<file path="src/rtl/sim_program_ctrl.sv">
// Simulation program controller.
// Streams a program into main memory, pulses the core's init, lets the core run until its
// PC hits END_PC (or a cycle budget runs out), then dumps a snapshot of the architectural
// register file one entry per handshake.
//
// Ports:
//   clk, rst_aH                     clock, asynchronous active-high reset
//   start, init_pc                  run request (level) and first instruction address
//   instr_valid/ready/data          program word stream
//   mem_wr_valid/ready/block_addr/
//     block_offset/data             main-memory write port
//   core_init, core_init_pc         one-cycle init pulse and start PC for the core
//   core_pc                         core fetch PC, watched for END_PC
//   arf_state                       flattened register file, entry i at [i*W +: W]
//   dump_valid/ready/idx/data       register dump stream
//   run_cycles, done, timed_out     run status
module sim_program_ctrl #(
  parameter int unsigned N_WORDS            = 16,
  parameter int unsigned BLOCK_OFFSET_WIDTH = 3,
  parameter logic [31:0] END_PC             = 32'h0,
  parameter int unsigned TIMEOUT_CYCLES     = 4096,
  parameter int unsigned ARF_N_ENTRIES      = 32,
  parameter int unsigned REG_DATA_WIDTH     = 32
) (
  input  logic                                    clk,
  input  logic                                    rst_aH,
  input  logic                                    start,
  input  logic [31:0]                             init_pc,
  input  logic                                    instr_valid,
  output logic                                    instr_ready,
  input  logic [31:0]                             instr_data,
  output logic                                    mem_wr_valid,
  input  logic                                    mem_wr_ready,
  output logic [31-BLOCK_OFFSET_WIDTH:0]          mem_wr_block_addr,
  output logic [BLOCK_OFFSET_WIDTH-1:0]           mem_wr_block_offset,
  output logic [31:0]                             mem_wr_data,
  output logic                                    core_init,
  output logic [31:0]                             core_init_pc,
  input  logic [31:0]                             core_pc,
  input  logic [ARF_N_ENTRIES*REG_DATA_WIDTH-1:0] arf_state,
  output logic                                    dump_valid,
  input  logic                                    dump_ready,
  output logic [$clog2(ARF_N_ENTRIES)-1:0]        dump_idx,
  output logic [REG_DATA_WIDTH-1:0]               dump_data,
  output logic [31:0]                             run_cycles,
  output logic                                    done,
  output logic                                    timed_out
);

  localparam int unsigned WcntW = (N_WORDS > 1) ? $clog2(N_WORDS) : 1;
  localparam int unsigned IdxW  = $clog2(ARF_N_ENTRIES);

  localparam logic [WcntW-1:0] LastWord    = WcntW'(N_WORDS - 1);
  localparam logic [IdxW-1:0]  LastIdx     = IdxW'(ARF_N_ENTRIES - 1);
  localparam logic [31:0]      TimeoutLast = 32'(TIMEOUT_CYCLES - 1);

  localparam logic [2:0] StIdle = 3'd0;
  localparam logic [2:0] StLoad = 3'd1;
  localparam logic [2:0] StInit = 3'd2;
  localparam logic [2:0] StRun  = 3'd3;
  localparam logic [2:0] StDump = 3'd4;
  localparam logic [2:0] StDone = 3'd5;

  logic [2:0]       state_q, state_d;
  logic [WcntW-1:0] wcnt_q, wcnt_d;
  logic [31:0]      addr_q, addr_d;
  logic [31:0]      init_pc_q, init_pc_d;
  logic [31:0]      run_cycles_q, run_cycles_d;
  logic             timed_out_q, timed_out_d;
  logic [IdxW-1:0]  dump_idx_q, dump_idx_d;
  logic             snap_en;

  logic [REG_DATA_WIDTH-1:0] arf_unpacked [ARF_N_ENTRIES];
  logic [REG_DATA_WIDTH-1:0] snap_q       [ARF_N_ENTRIES];

  for (genvar g = 0; g < ARF_N_ENTRIES; g++) begin : g_arf_unpack
    assign arf_unpacked[g] = arf_state[g*REG_DATA_WIDTH +: REG_DATA_WIDTH];
  end

  logic in_load, wr_fire, dump_fire;

  // The handshake is a pass-through between stream and memory while loading; everything
  // memory-facing is forced to zero outside LOAD so idle/reset outputs are clean.
  always_comb begin
    in_load             = (state_q == StLoad);
    mem_wr_valid        = in_load & instr_valid;
    instr_ready         = in_load & mem_wr_ready;
    wr_fire             = in_load & instr_valid & mem_wr_ready;
    mem_wr_block_addr   = in_load ? addr_q[31:BLOCK_OFFSET_WIDTH] : '0;
    mem_wr_block_offset = in_load ? addr_q[BLOCK_OFFSET_WIDTH-1:0] : '0;
    mem_wr_data         = in_load ? instr_data : '0;
    core_init           = (state_q == StInit);
    core_init_pc        = init_pc_q;
    dump_valid          = (state_q == StDump);
    dump_fire           = dump_valid & dump_ready;
    dump_idx            = dump_idx_q;
    dump_data           = dump_valid ? snap_q[dump_idx_q] : '0;
    run_cycles          = run_cycles_q;
    done                = (state_q == StDone);
    timed_out           = timed_out_q;
  end

  always_comb begin
    state_d      = state_q;
    wcnt_d       = wcnt_q;
    addr_d       = addr_q;
    init_pc_d    = init_pc_q;
    run_cycles_d = run_cycles_q;
    timed_out_d  = timed_out_q;
    dump_idx_d   = dump_idx_q;
    snap_en      = 1'b0;
    unique case (state_q)
      StIdle: begin
        if (start) begin
          state_d      = StLoad;
          init_pc_d    = init_pc;
          addr_d       = init_pc;
          wcnt_d       = '0;
          run_cycles_d = '0;
          timed_out_d  = 1'b0;
          dump_idx_d   = '0;
        end
      end
      StLoad: begin
        if (wr_fire) begin
          addr_d = addr_q + 32'd4;
          if (wcnt_q == LastWord) begin
            state_d = StInit;
          end else begin
            wcnt_d = wcnt_q + WcntW'(1);
          end
        end
      end
      StInit: state_d = StRun;
      StRun: begin
        run_cycles_d = (run_cycles_q == '1) ? run_cycles_q : run_cycles_q + 32'd1;
        // PC match takes priority over the timeout in the same cycle.
        if (core_pc == END_PC) begin
          state_d    = StDump;
          snap_en    = 1'b1;
          dump_idx_d = '0;
        end else if (run_cycles_q == TimeoutLast) begin
          state_d     = StDone;
          timed_out_d = 1'b1;
        end
      end
      StDump: begin
        if (dump_fire) begin
          if (dump_idx_q == LastIdx) begin
            state_d = StDone;
          end else begin
            dump_idx_d = dump_idx_q + IdxW'(1);
          end
        end
      end
      StDone: begin
        if (!start) state_d = StIdle;
      end
      default: state_d = StIdle;
    endcase
  end

  always_ff @(posedge clk or posedge rst_aH) begin
    if (rst_aH) begin
      state_q      <= StIdle;
      wcnt_q       <= '0;
      addr_q       <= '0;
      init_pc_q    <= '0;
      run_cycles_q <= '0;
      timed_out_q  <= 1'b0;
      dump_idx_q   <= '0;
    end else begin
      state_q      <= state_d;
      wcnt_q       <= wcnt_d;
      addr_q       <= addr_d;
      init_pc_q    <= init_pc_d;
      run_cycles_q <= run_cycles_d;
      timed_out_q  <= timed_out_d;
      dump_idx_q   <= dump_idx_d;
    end
  end

  // Snapshot is pure datapath; dump_data is gated by dump_valid so it needs no reset.
  always_ff @(posedge clk) begin
    if (snap_en) snap_q <= arf_unpacked;
  end

endmodule

</file>
<file path="config.mk">
export PLATFORM = sky130hd
export DESIGN_NAME = sim_program_ctrl
export DESIGN_NICKNAME = d
export VERILOG_FILES = /design/src/rtl/sim_program_ctrl.sv
export SDC_FILE = /design/constraint.sdc
export NUM_CORES = 1
export LEC_CHECK = 0
export ABC_AREA = 1
export BUFFER_PORTS_ARGS = -buffer_cell sky130_fd_sc_hd__buf_4
export CORE_AREA = 2 2 499 501
export CTS_CLUSTER_SIZE = 28
export DETAILED_ROUTE_END_ITERATION = 10
export DIE_AREA = 0 0 501 503
export HOLD_SLACK_MARGIN = 0.03
export REMOVE_ABC_BUFFERS = 1
export SYNTH_ARGS = -nofsm -noshare
export SYNTH_HDL_FRONTEND = slang
export SYNTH_SLANG_ARGS = --single-unit
</file>
<file path="constraint.sdc">
create_clock -name clk -period 55.9 [get_ports clk]
set_input_delay 11.18 -clock clk [delete_from_list [all_inputs] [get_ports clk]]
set_output_delay 11.18 -clock clk [all_outputs]
set_load 0.05 [all_outputs]
</file>
==> impl_results.md <==
- Avg WL per Cell: 24.4 µm
- Tcrit/Tclk final: a little over two fifths
- Vias per cell: 4.33
- CTS sink count: about 1.1k
- Startpoint types: primary input
- Worst skew pair latency: between 0.7 and 0.8 ns
- CTS clk-pin slew, worst paths: 0.06 ns
- Floorplan row count: 183
- Clock skew: 0.0364 ns
- Final WS setup: between 30 and 40 ns
- Area grow syn2layout: 37.4%
- Vias in the first global route: 37.7k
- Critical path class: in2out
- FILL cells: 25.8k
- Worst slack, placed: 32.62 ns
- Largest net degree at the start of global routing: 107
- Max Freq: 0.0430 GHz
- Yosys warns: 0
- Cells after Synth: 4295
- IO Count: approximately 1.3k
- Sequential share of the synthesized area: about 70%
- Syn Area/Cell: 11.1 µm²
- CTS Root Cell: clkbuf_16
- Max Cap Viol: 0
- Worst path max stage delay: 0.47 ns
- GP Congestion: 0.885
- Routed Wire Length: 218 mm
- Worst R2R Path Depth: 9
- Rel. slew slack: 23.4%
- Initial cell density of the core: 19.3%
- Critical-path cell list: buf_4, inv_1, nor2_1, buf_4
- CP max FO: 3
- Placed cell count: ~8.7k
- Hold Path Depth: 2
- Post-CTS setup buffers: 0
- Comb power frac: roughly 27%
- Initial drt markers: around 3.8k
- Pleak: about 26 nW
- Initial antenna violation count: 81
- CTS tree: built
- P_int: 1.66 mW
- Post-CTS resize count: 0
- Dpl hpwl: 163 mm
- Final antenna-violating net count: 0
- Core Area: between 0.2 and 0.25 mm²
- Share of layout cells above drive strength 1: 28.4%
- Die span in y: 503 µm
- Outcome: finished clean
- Die area: between 0.2 and 0.3 mm²
- Clock power frac: 34.8%
- Final hold vios: 0
- Reg area: ~0.033 mm²
- Via count: 38.7k
- Count of cell types in the netlist: 38
- PortBufs: 1296
- Worst vdd ir: about 27 µV
- GRT Util Overall: about 16%
- Worst-Margin Slew: 1.15 ns
- Total CTS buffers: approximately 130
- First-pass GRT wire length: about 300 mm
- WP data required: 44.72 ns
- HP Class: reg2reg
- CP max-delay cell: nor2_1
- CP dominant cell by count: buf_4
- Critical Path AT: 12.09 ns
- Number of synthesized register bits: approximately 1.1k
- Residual DRC: 0
- DRT Pass-1 Iters: 5
- Die W: 501 µm
- Hold Buf Count CTS: 0
- Total congestion overflow: 0
- Clock Tree Buf Depth: 3
- Psw: 0.920 mW
- Synth Cell Area: 0.0476 mm²
- Worst Setup End Kind: output port
- RSZ-0062 raised after global routing: no
- # nets final: 6680
- H-tree Lvls: 4
- Area of the multi-input gates: approximately 0.013 mm²
- Post-route non-filler standard cell count: 8927
- Sw frac: 35.7%
- Final Max Slew Viols: 0
- Tmin final: 23.27 ns
- Finish-stage setup viols: 0
- Power per cell area: 39.4 mW/mm²
- Power share of the sequential group: 37.8%
[critical path, delay by kind of cell]
kind,cells,cell delay [ns]
buffers and inverters,3,0.45
and+or+nand+nor,1,0.47
[stage by stage]
| step | setup TNS (ns) | hold slack [ns] | instance area (µm²) | utilization [%] | power [mW] |
|---|---|---|---|---|---|
| 6_report | 0 | 0.486 | 65500 | 26.5 | 2.58 |
| 5_1_grt | 0 | 0.499 | 65400 | 26.5 | 2.69 |
| 4_1_cts | 0 | 0.486 | 65400 | 26.5 | 2.61 |
| 3_5_place_dp | 0 | 0.470 | 60900 | 24.7 | 1.70 |
| 3_3_place_gp | 0 | 0.465 | 60900 | 24.7 | 1.70 |
| 2_1_floorplan | -453.32 | 0.479 | 46500 | - | 1.45 |
[cell families after synthesis]
kind of cell / count (synthesis) / synth area share [%]
AOI/OAI and AO/OA: 467 / 6.06
xor gates and xnor gates: 11 / 0.202
adders and majority gates: 5 / 0.131
buffers and inverters: 399 / 3.56
DFF: 1133 / 70.3
and+or+nand+nor: 2280 / 19.8
[routing by layer]
metal	vias to the layer above	routed length, µm	GRT usage, %
met5	-	293	0
met1	18794	86400	19.9
li1	17456	-	-
met4	42	9370	7.67
met3	379	19900	5.32
met2	1981	102000	26.4
[synthesized netlist by cell type]
cell type / number / area share [%]
and2_1: 3 / 0.039
o21ai_2: 9 / 0.17
a21oi_1: 169 / 1.8
buf_1: 38 / 0.30
o31ai_1: 3 / 0.047
nand3_2: 4 / 0.084
nor2_1: 168 / 1.3
o211ai_1: 97 / 1.5
nand4_1: 11 / 0.14
o21bai_1: 2 / 0.032
buf_6: 5 / 0.12
buf_4: 5 / 0.079
xor2_1: 10 / 0.18
inv_2: 8 / 0.063
nand3_1: 563 / 5.9
nand2_1: 1489 / 12
o22ai_1: 1 / 0.013
buf_2: 113 / 1.2
or2_2: 4 / 0.053
dfrtp_1: 109 / 5.7
a32oi_1: 1 / 0.018
o21ai_0: 75 / 0.79
clkbuf_1: 80 / 0.63
o21ai_1: 6 / 0.063
nor2_4: 3 / 0.071
ha_1: 5 / 0.13
nor3_1: 19 / 0.20
a31oi_1: 5 / 0.066
nor3_2: 1 / 0.021
a22oi_1: 3 / 0.047
nor2_2: 6 / 0.079
edfxtp_1: 1024 / 65
a21boi_0: 96 / 1.5
xnor2_1: 1 / 0.018
inv_1: 149 / 1.2
nand3b_1: 2 / 0.032
clkinv_1: 1 / 0.0079
nand2_2: 7 / 0.092
[power groups by stage]
| stage | Sequential [mW] | Combinational (mW) | Clock, mW |
|---|---|---|---|
| after floorplan | 1.05 | 0.398 | 0 |
| after global placement | 0.991 | 0.707 | 0 |
| after detailed placement | 0.992 | 0.711 | 0 |
| after CTS | 0.974 | 0.713 | 0.919 |
| after global routing | 0.977 | 0.766 | 0.950 |
| final | 0.974 | 0.706 | 0.897 |
[worst paths after layout]
path / start / slack [ns] / to
min in group asynchronous: rst_aH / 10.54 / core_init_pc[10]
max reg2reg: state_q[2] / 49.70 / snap_q[858]
min reg2reg: core_init_pc[27] / 0.49 / core_init_pc[27]
min: core_init_pc[27] / 0.49 / core_init_pc[27]
max: instr_valid / 32.63 / mem_wr_valid
max in group asynchronous: rst_aH / 43.95 / addr_q[14]
[placed cells by master, fill, tap and decap left out, types with 4 or more instances in the layout]
cell / instances
nor2_1: 166
o21ai_2: 9
nor2_2: 6
buf_4: 1358
clkbuf_16: 133
a31oi_1: 5
o21ai_1: 6
dfrtp_4: 4
xor2_1: 10
inv_2: 7
ha_1: 5
inv_1: 143
clkinv_1: 26
a21oi_1: 169
o21ai_0: 75
nor3_1: 19
clkinvlp_4: 5
nand3_1: 563
nand4_1: 11
nand2_1: 1488
bufinv_16: 13
diode_2: 37
clkbuf_1: 23
edfxtp_1: 1024
clkinv_16: 7
o211ai_1: 97
clkinv_2: 15
or2_2: 4
inv_6: 10
dfrtp_1: 105
nor2_4: 5
a21boi_0: 96
nand2_2: 6
[final cells by class]
| class | count | share of cell area (%) |
|---|---|---|
| Sequential cell | 1133 | 51.2 |
| Clock buffer | 159 | 5.28 |
| Timing Repair Buffer | 1361 | 15.7 |
| Multi-Input combinational cell | 2763 | 19.1 |
| Inverter | 158 | 0.956 |
| Tap cell | 3237 | 6.19 |
| Antenna cell | 37 | 0.141 |
| Clock inverter | 79 | 1.50 |
[registers in the layout, indices dropped and copies added (netlist names)]
register      flops
wcnt_q            4
dump_idx          5
run_cycles       32
state_q           3
snap_q         1024
core_init_pc     32
addr_q           32
timed_out         1
Note: power is estimated with default switching activity, not from simulation.
